### src/rtl/mem_access_unit.sv
// MEM-stage load/store unit: runs one req/ack data-bus transaction per
// EX/MEM access, stalls the pipe while it is outstanding, formats loads.
//
// Ports:
//   clk, rst            clock, async active-high reset
//   req_valid, mem_read, mem_write, size, unsigned_ld, addr, wdata
//                       EX/MEM access request
//   bus_req, bus_we, bus_addr, bus_be, bus_wdata (registered), bus_rdata, bus_ack
//                       data-memory bus
//   stall               freeze the upstream pipeline registers
//   read_data           formatted load data for MEM/WB (registered)
//   done, misaligned, bus_err
//                       completion / reject / timeout pulses
module mem_access_unit #(
  parameter int TIMEOUT = 16,
  parameter int CNT_W   = 5
) (
  input  logic        clk,
  input  logic        rst,
  input  logic        req_valid,
  input  logic        mem_read,
  input  logic        mem_write,
  input  logic [1:0]  size,
  input  logic        unsigned_ld,
  input  logic [31:0] addr,
  input  logic [31:0] wdata,
  output logic        bus_req,
  output logic        bus_we,
  output logic [31:0] bus_addr,
  output logic [3:0]  bus_be,
  output logic [31:0] bus_wdata,
  input  logic [31:0] bus_rdata,
  input  logic        bus_ack,
  output logic        stall,
  output logic [31:0] read_data,
  output logic        done,
  output logic        misaligned,
  output logic        bus_err
);

  typedef enum logic [1:0] {
    IDLE   = 2'd0,
    ACCESS = 2'd1,
    DONE   = 2'd2
  } state_t;

  state_t state;
  state_t state_nx;

  logic             access;
  logic             aligned;
  logic             launch;
  logic             tmo;
  logic [CNT_W-1:0] cnt;
  logic             err;
  logic [1:0]       sz_q;
  logic [1:0]       off_q;
  logic             uns_q;
  logic [3:0]       be;
  logic [31:0]      wd;
  logic [31:0]      lane;
  logic [31:0]      fmt;

  assign access = req_valid & (mem_read | mem_write);
  assign launch = (state == IDLE) & access & aligned;
  assign tmo    = (cnt == CNT_W'(TIMEOUT - 1));

  // Alignment, byte enables and lane-replicated store data.
  always_comb begin
    aligned = 1'b0;
    be      = 4'b1111;
    wd      = wdata;
    unique case (1'b1)
      size == 2'b00: begin
        aligned = 1'b1;
        be      = 4'b0001 << addr[1:0];
        wd      = {4{wdata[7:0]}};
      end
      size == 2'b01: begin
        aligned = ~addr[0];
        be      = 4'b0011 << {addr[1], 1'b0};
        wd      = {2{wdata[15:0]}};
      end
      default: begin
        aligned = (addr[1:0] == 2'b00);
        be      = 4'b1111;
        wd      = wdata;
      end
    endcase
  end

  // Load formatting uses the size/offset latched at launch; a word is
  // always aligned, so its lane is the raw bus word.
  assign lane = bus_rdata >> {off_q, 3'b000};

  always_comb begin
    fmt = lane;
    unique case (1'b1)
      sz_q == 2'b00:
        fmt = uns_q ? {24'd0, lane[7:0]}
                    : {{24{lane[7]}}, lane[7:0]};
      sz_q == 2'b01:
        fmt = uns_q ? {16'd0, lane[15:0]}
                    : {{16{lane[15]}}, lane[15:0]};
      default:
        fmt = lane;
    endcase
  end

  always_ff @(posedge clk or posedge rst) begin
    if (rst) state <= IDLE;
    else     state <= state_nx;
  end

  always_comb begin
    state_nx   = state;
    stall      = 1'b0;
    done       = 1'b0;
    bus_err    = 1'b0;
    misaligned = 1'b0;
    unique case (state)
      IDLE: begin
        stall      = launch;
        misaligned = access & ~aligned;
        if (launch) state_nx = ACCESS;
      end
      ACCESS: begin
        stall = 1'b1;
        // An ack on the timeout cycle still completes normally.
        if (bus_ack || tmo) state_nx = DONE;
      end
      DONE: begin
        done     = 1'b1;
        bus_err  = err;
        // req_valid still shows the finished instruction here.
        state_nx = IDLE;
      end
      default: state_nx = IDLE;
    endcase
  end

  always_ff @(posedge clk or posedge rst) begin
    if (rst) begin
      bus_req   <= 1'b0;
      bus_we    <= 1'b0;
      bus_addr  <= '0;
      bus_be    <= '0;
      bus_wdata <= '0;
      read_data <= '0;
      cnt       <= '0;
      err       <= 1'b0;
      sz_q      <= '0;
      off_q     <= '0;
      uns_q     <= 1'b0;
    end else begin
      unique case (state)
        IDLE: begin
          if (launch) begin
            bus_req   <= 1'b1;
            bus_we    <= mem_write;
            bus_addr  <= {addr[31:2], 2'b00};
            bus_be    <= be;
            bus_wdata <= wd;
            sz_q      <= size;
            uns_q     <= unsigned_ld;
            off_q     <= addr[1:0];
            cnt       <= '0;
          end else if (misaligned) begin
            read_data <= '0;
          end
        end
        ACCESS: begin
          cnt <= cnt + CNT_W'(1);
          if (bus_ack) begin
            bus_req <= 1'b0;
            if (!bus_we) read_data <= fmt;
          end else if (tmo) begin
            bus_req   <= 1'b0;
            read_data <= '0;
            err       <= 1'b1;
          end
        end
        DONE: err <= 1'b0;
        default: err <= 1'b0;
      endcase
    end
  end

endmodule

### config.mk
export PLATFORM = sky130hd
export DESIGN_NAME = mem_access_unit
export DESIGN_NICKNAME = d
export VERILOG_FILES = /design/src/rtl/mem_access_unit.sv
export SDC_FILE = /design/constraint.sdc
export NUM_CORES = 1
export LEC_CHECK = 0
export CORE_MARGIN = 2
export CORE_UTILIZATION = 44
export CTS_BUF_LIST = sky130_fd_sc_hd__clkbuf_16
export DETAILED_ROUTE_END_ITERATION = 7
export PLACE_DENSITY_LB_ADDON = 0.1
export SLEW_MARGIN = 20
export SYNTH_ARGS = -nofsm -noshare
export SYNTH_HDL_FRONTEND = slang
export SYNTH_SLANG_ARGS = --single-unit
### constraint.sdc
create_clock -name clk -period 4.8 [get_ports clk]
set_input_delay 1.44 -clock clk [delete_from_list [all_inputs] [get_ports clk]]
set_output_delay 1.44 -clock clk [all_outputs]
set_load 0.03 [all_outputs]
==> out/qor.yml <==
run_status:
  status: "completed"
worst_setup_path:
  crit_path_frequent_cell: "nor2_1"
  cp_slowest_cell: "clkdlybuf4s50_1"
  critPathMaxStageDelay_ns: 0.47
  end_kind: "primary output"
  critPathRequiredTime_ns: 3.36
  path_class: "primary input to primary output"
  crit_path_start_kind: "primary input"
  cp.arrival_ns: 2.98
  crit_buf_inv: 2
  path_delay_family: "buffers and inverters"
  path_cells: "clkdlybuf4s50_1 > nor2_1 > nor2_1 > o21ai_0 > buf_4"
  cp_max_fo: 5
route:
  routed_wl_um: 13900
  drtIter0Drc: 189
  wire_per_inst_um: 18.0
  ant_nets: 0
  drt_drc_violations_left: 0
  vias: 4089
  viasPerCell: 5.31
  dr.pass1.iters: 5
yosys:
  synthMuxAreaShare_pct: 24.9
  ys_ff_latch: 113
  synthCells: 401
  synth_fa_ha_area_share_pct: 0.470
  synth_top_area_share_pct: 53.2
  netlist_area_um2: 5320
  synth_edf_count: 0
  yosys.area_share.simple_pct: 4.89
  ys_seq_area_share_pct: 53.2
  ys_warn_count: 0
  netlist-cell-type-count: 53
  avgSynthCellArea_um2: 13.3
  synth.most_common_cell: "dfrtp_1"
  yosys-top-cells-area: "dfrtp_1 53%, mux2_2 20%, a221o_2 3.4%, mux2i_1 3.2%, o2bb2ai_1 2.5%"
  synthXorXnorAreaFrac_pct: 0.494
  synth_top_family_by_area: "multiplexers"
  synth_compound_area_share_pct: 12.6
  synth_common_cells: "113 x dfrtp_1, 94 x mux2_2, 17 x mux2i_1"
  synth-main-ff-cell: "dfrtp_1"
  async_flop_share_pct: 100
  synth_area_leader_cell: "dfrtp_1"
cts:
  cts_buffers: 17
  cts_sinks: 113
  cts_setup_buffers: 0
  clk_path_buf_depth: 2
  cts_resized: 0
  clkSlewWorstSetupHoldPaths_ns: 0.05
  clk_latency_ns: 0.41
  cts_tree: "built"
  cts_hold_buf: 0
  cts_root_buffer: "clkbuf_16"
  htreeDepth: 4
die:
  start_util_pct: 44.7
  die_w_um: 114
  std_cell_rows: 40
  die_y_um: 114
  fp.dieArea_um2: 13000
  ios: 211
  core_um2: 11900
pwr:
  power_density_nw_per_um2: 591
  ir_drop_uv: 392
  p_leak_nw: 3.42
cells_and_area:
  num_antenna_cells: 0
  final_nets: 717
  final.fill_count: 882
  syn_to_final_growth_pct: 54.0
  drive_gt1_share_pct: 25.5
global_route:
  grt_pass1_vias: 4368
  grt_max_degree: 62
  antenna_found_initial: 0
  grt_overflow: 0
  grt_pass1_wl_um: 22700
  grtUsageTotal_pct: 22.4
sta:
  layout_min_cycle_time_ns: 4.42
  maxSlewHeadroom_pct: 34.2
  fin_worst_skew_ns: 0.00418
  clock.fmax_mhz: 226
  fin_crit_sh_pct: 92.0
  slew_viol_final: 0
  fin_setup_tns_ns: 0
  tightest_slew_ns: 0.987
  finalSetupViolCount: 0
  finalWorstSetupSlack_ns: 0.384
  rsz0062_at_grt: "false"
  hold_viol_final: 0
flow_run:
  max_cap_violations: 0
worst_hold_path:
  worstHoldPathType: "register to register"
placed_design:
  hpwl_um: 9890
  portBuffers: 208
  dp_slack_ns: 0.380
  place_congestion: 0.762
worst register-to-register path: stages (launching register included):
cell and delay [ns]:
dfrtp_1 0.41, ha_1 0.24, and3_1 0.19, ha_1 0.20, nor2_1 0.19, nor2_1 0.09, a22oi_2 0.77, buf_4 0.33
o2bb2ai_1 0.14
state kept, by name (all words and copies together), names as in the netlist:
register / flops
read_data: 32
off_q: 2
cnt: 5
state: 2
bus_we: 1
bus_addr: 30
err: 1
sz_q: 2
uns_q: 1
bus_wdata: 32
bus_req: 1
bus_be: 4
final timing paths:
check,from,slack (ns),cells past startpoint,end
min in group asynchronous,rst,1.53,2,read_data[10]$_DFFE_PP0P_
min reg2reg,read_data[3]$_DFFE_PP0P_,0.48,1,read_data[3]$_DFFE_PP0P_
max reg2reg,cnt[0]$_DFFE_PP0P_,2.16,8,read_data[4]$_DFFE_PP0P_
max,size[1],0.38,5,stall
min,read_data[3]$_DFFE_PP0P_,0.48,1,read_data[3]$_DFFE_PP0P_
max in group asynchronous,rst,2.52,3,bus_addr[19]$_DFFE_PP0P_
area by class of cell:
type / instances / area [um2] / share of cell area [%]
sequential: 113 / 2830 / 34.5
multi-input combinational: 255 / 2330 / 28.4
timing repair buffer: 220 / 2190 / 26.8
clock buffer: 17 / 425 / 5.19
clock inverter: 15 / 223 / 2.72
tap: 147 / 184 / 2.24
inverter: 3 / 13.8 / 0.168
layout by cell type, fill, tap and decap left out, types with 3 or more instances in the layout:
cell             instances
clkdlybuf4s50_1        207
dfrtp_1                113
mux2_2                  94
mux2i_1                 17
clkbuf_16               17
nor2_1                  16
a221o_2                 16
nand2_1                 15
o2bb2ai_1               15
buf_4                   11
a21oi_1                 10
o21ai_0                 10
a221oi_1                 8
bufinv_16                6
mux2_1                   5
inv_1                    4
clkinv_2                 4
nand2b_1                 3
nor2b_1                  3
nor3_1                   3
a21o_1                   3
per-stage QoR:
stage	area [um2]	hold slack, ns	util, %	power (mW)	std cells
3_3_place_gp	7550	0.469	63.4	3.44	738
5_1_grt	8190	0.499	68.8	5.07	770
4_1_cts	8190	0.487	68.8	4.89	770
3_5_place_dp	7550	0.476	63.4	3.48	738
2_1_floorplan	5320	0.454	-	2.64	402
6_report	8190	0.483	68.8	4.84	770
logic make-up after synthesis:
| group | Yosys count |
|---|---|
| mux | 118 |
| flops | 113 |
| compound gates | 79 |
| simple gates | 51 |
| buf+inv | 34 |
| xor+xnor | 3 |
| fa+ha+maj | 2 |
| other cells | 1 |
where the power goes:
group	internal (mW)	total [mW]	switching (mW)
logic	0.937	1.95	1.02
registers	1.27	1.51	0.238
clock network	0.960	1.38	0.422
layer usage:
metal | GRT usage (%) | part of all wire [%]
met3 | 10.3 | 9.0
met2 | 37.6 | 50
met1 | 25.7 | 40
met4 | 6.91 | 1.6
met5 | 0 | 0
No activity file was read; power rests on OpenSTA's default activity.
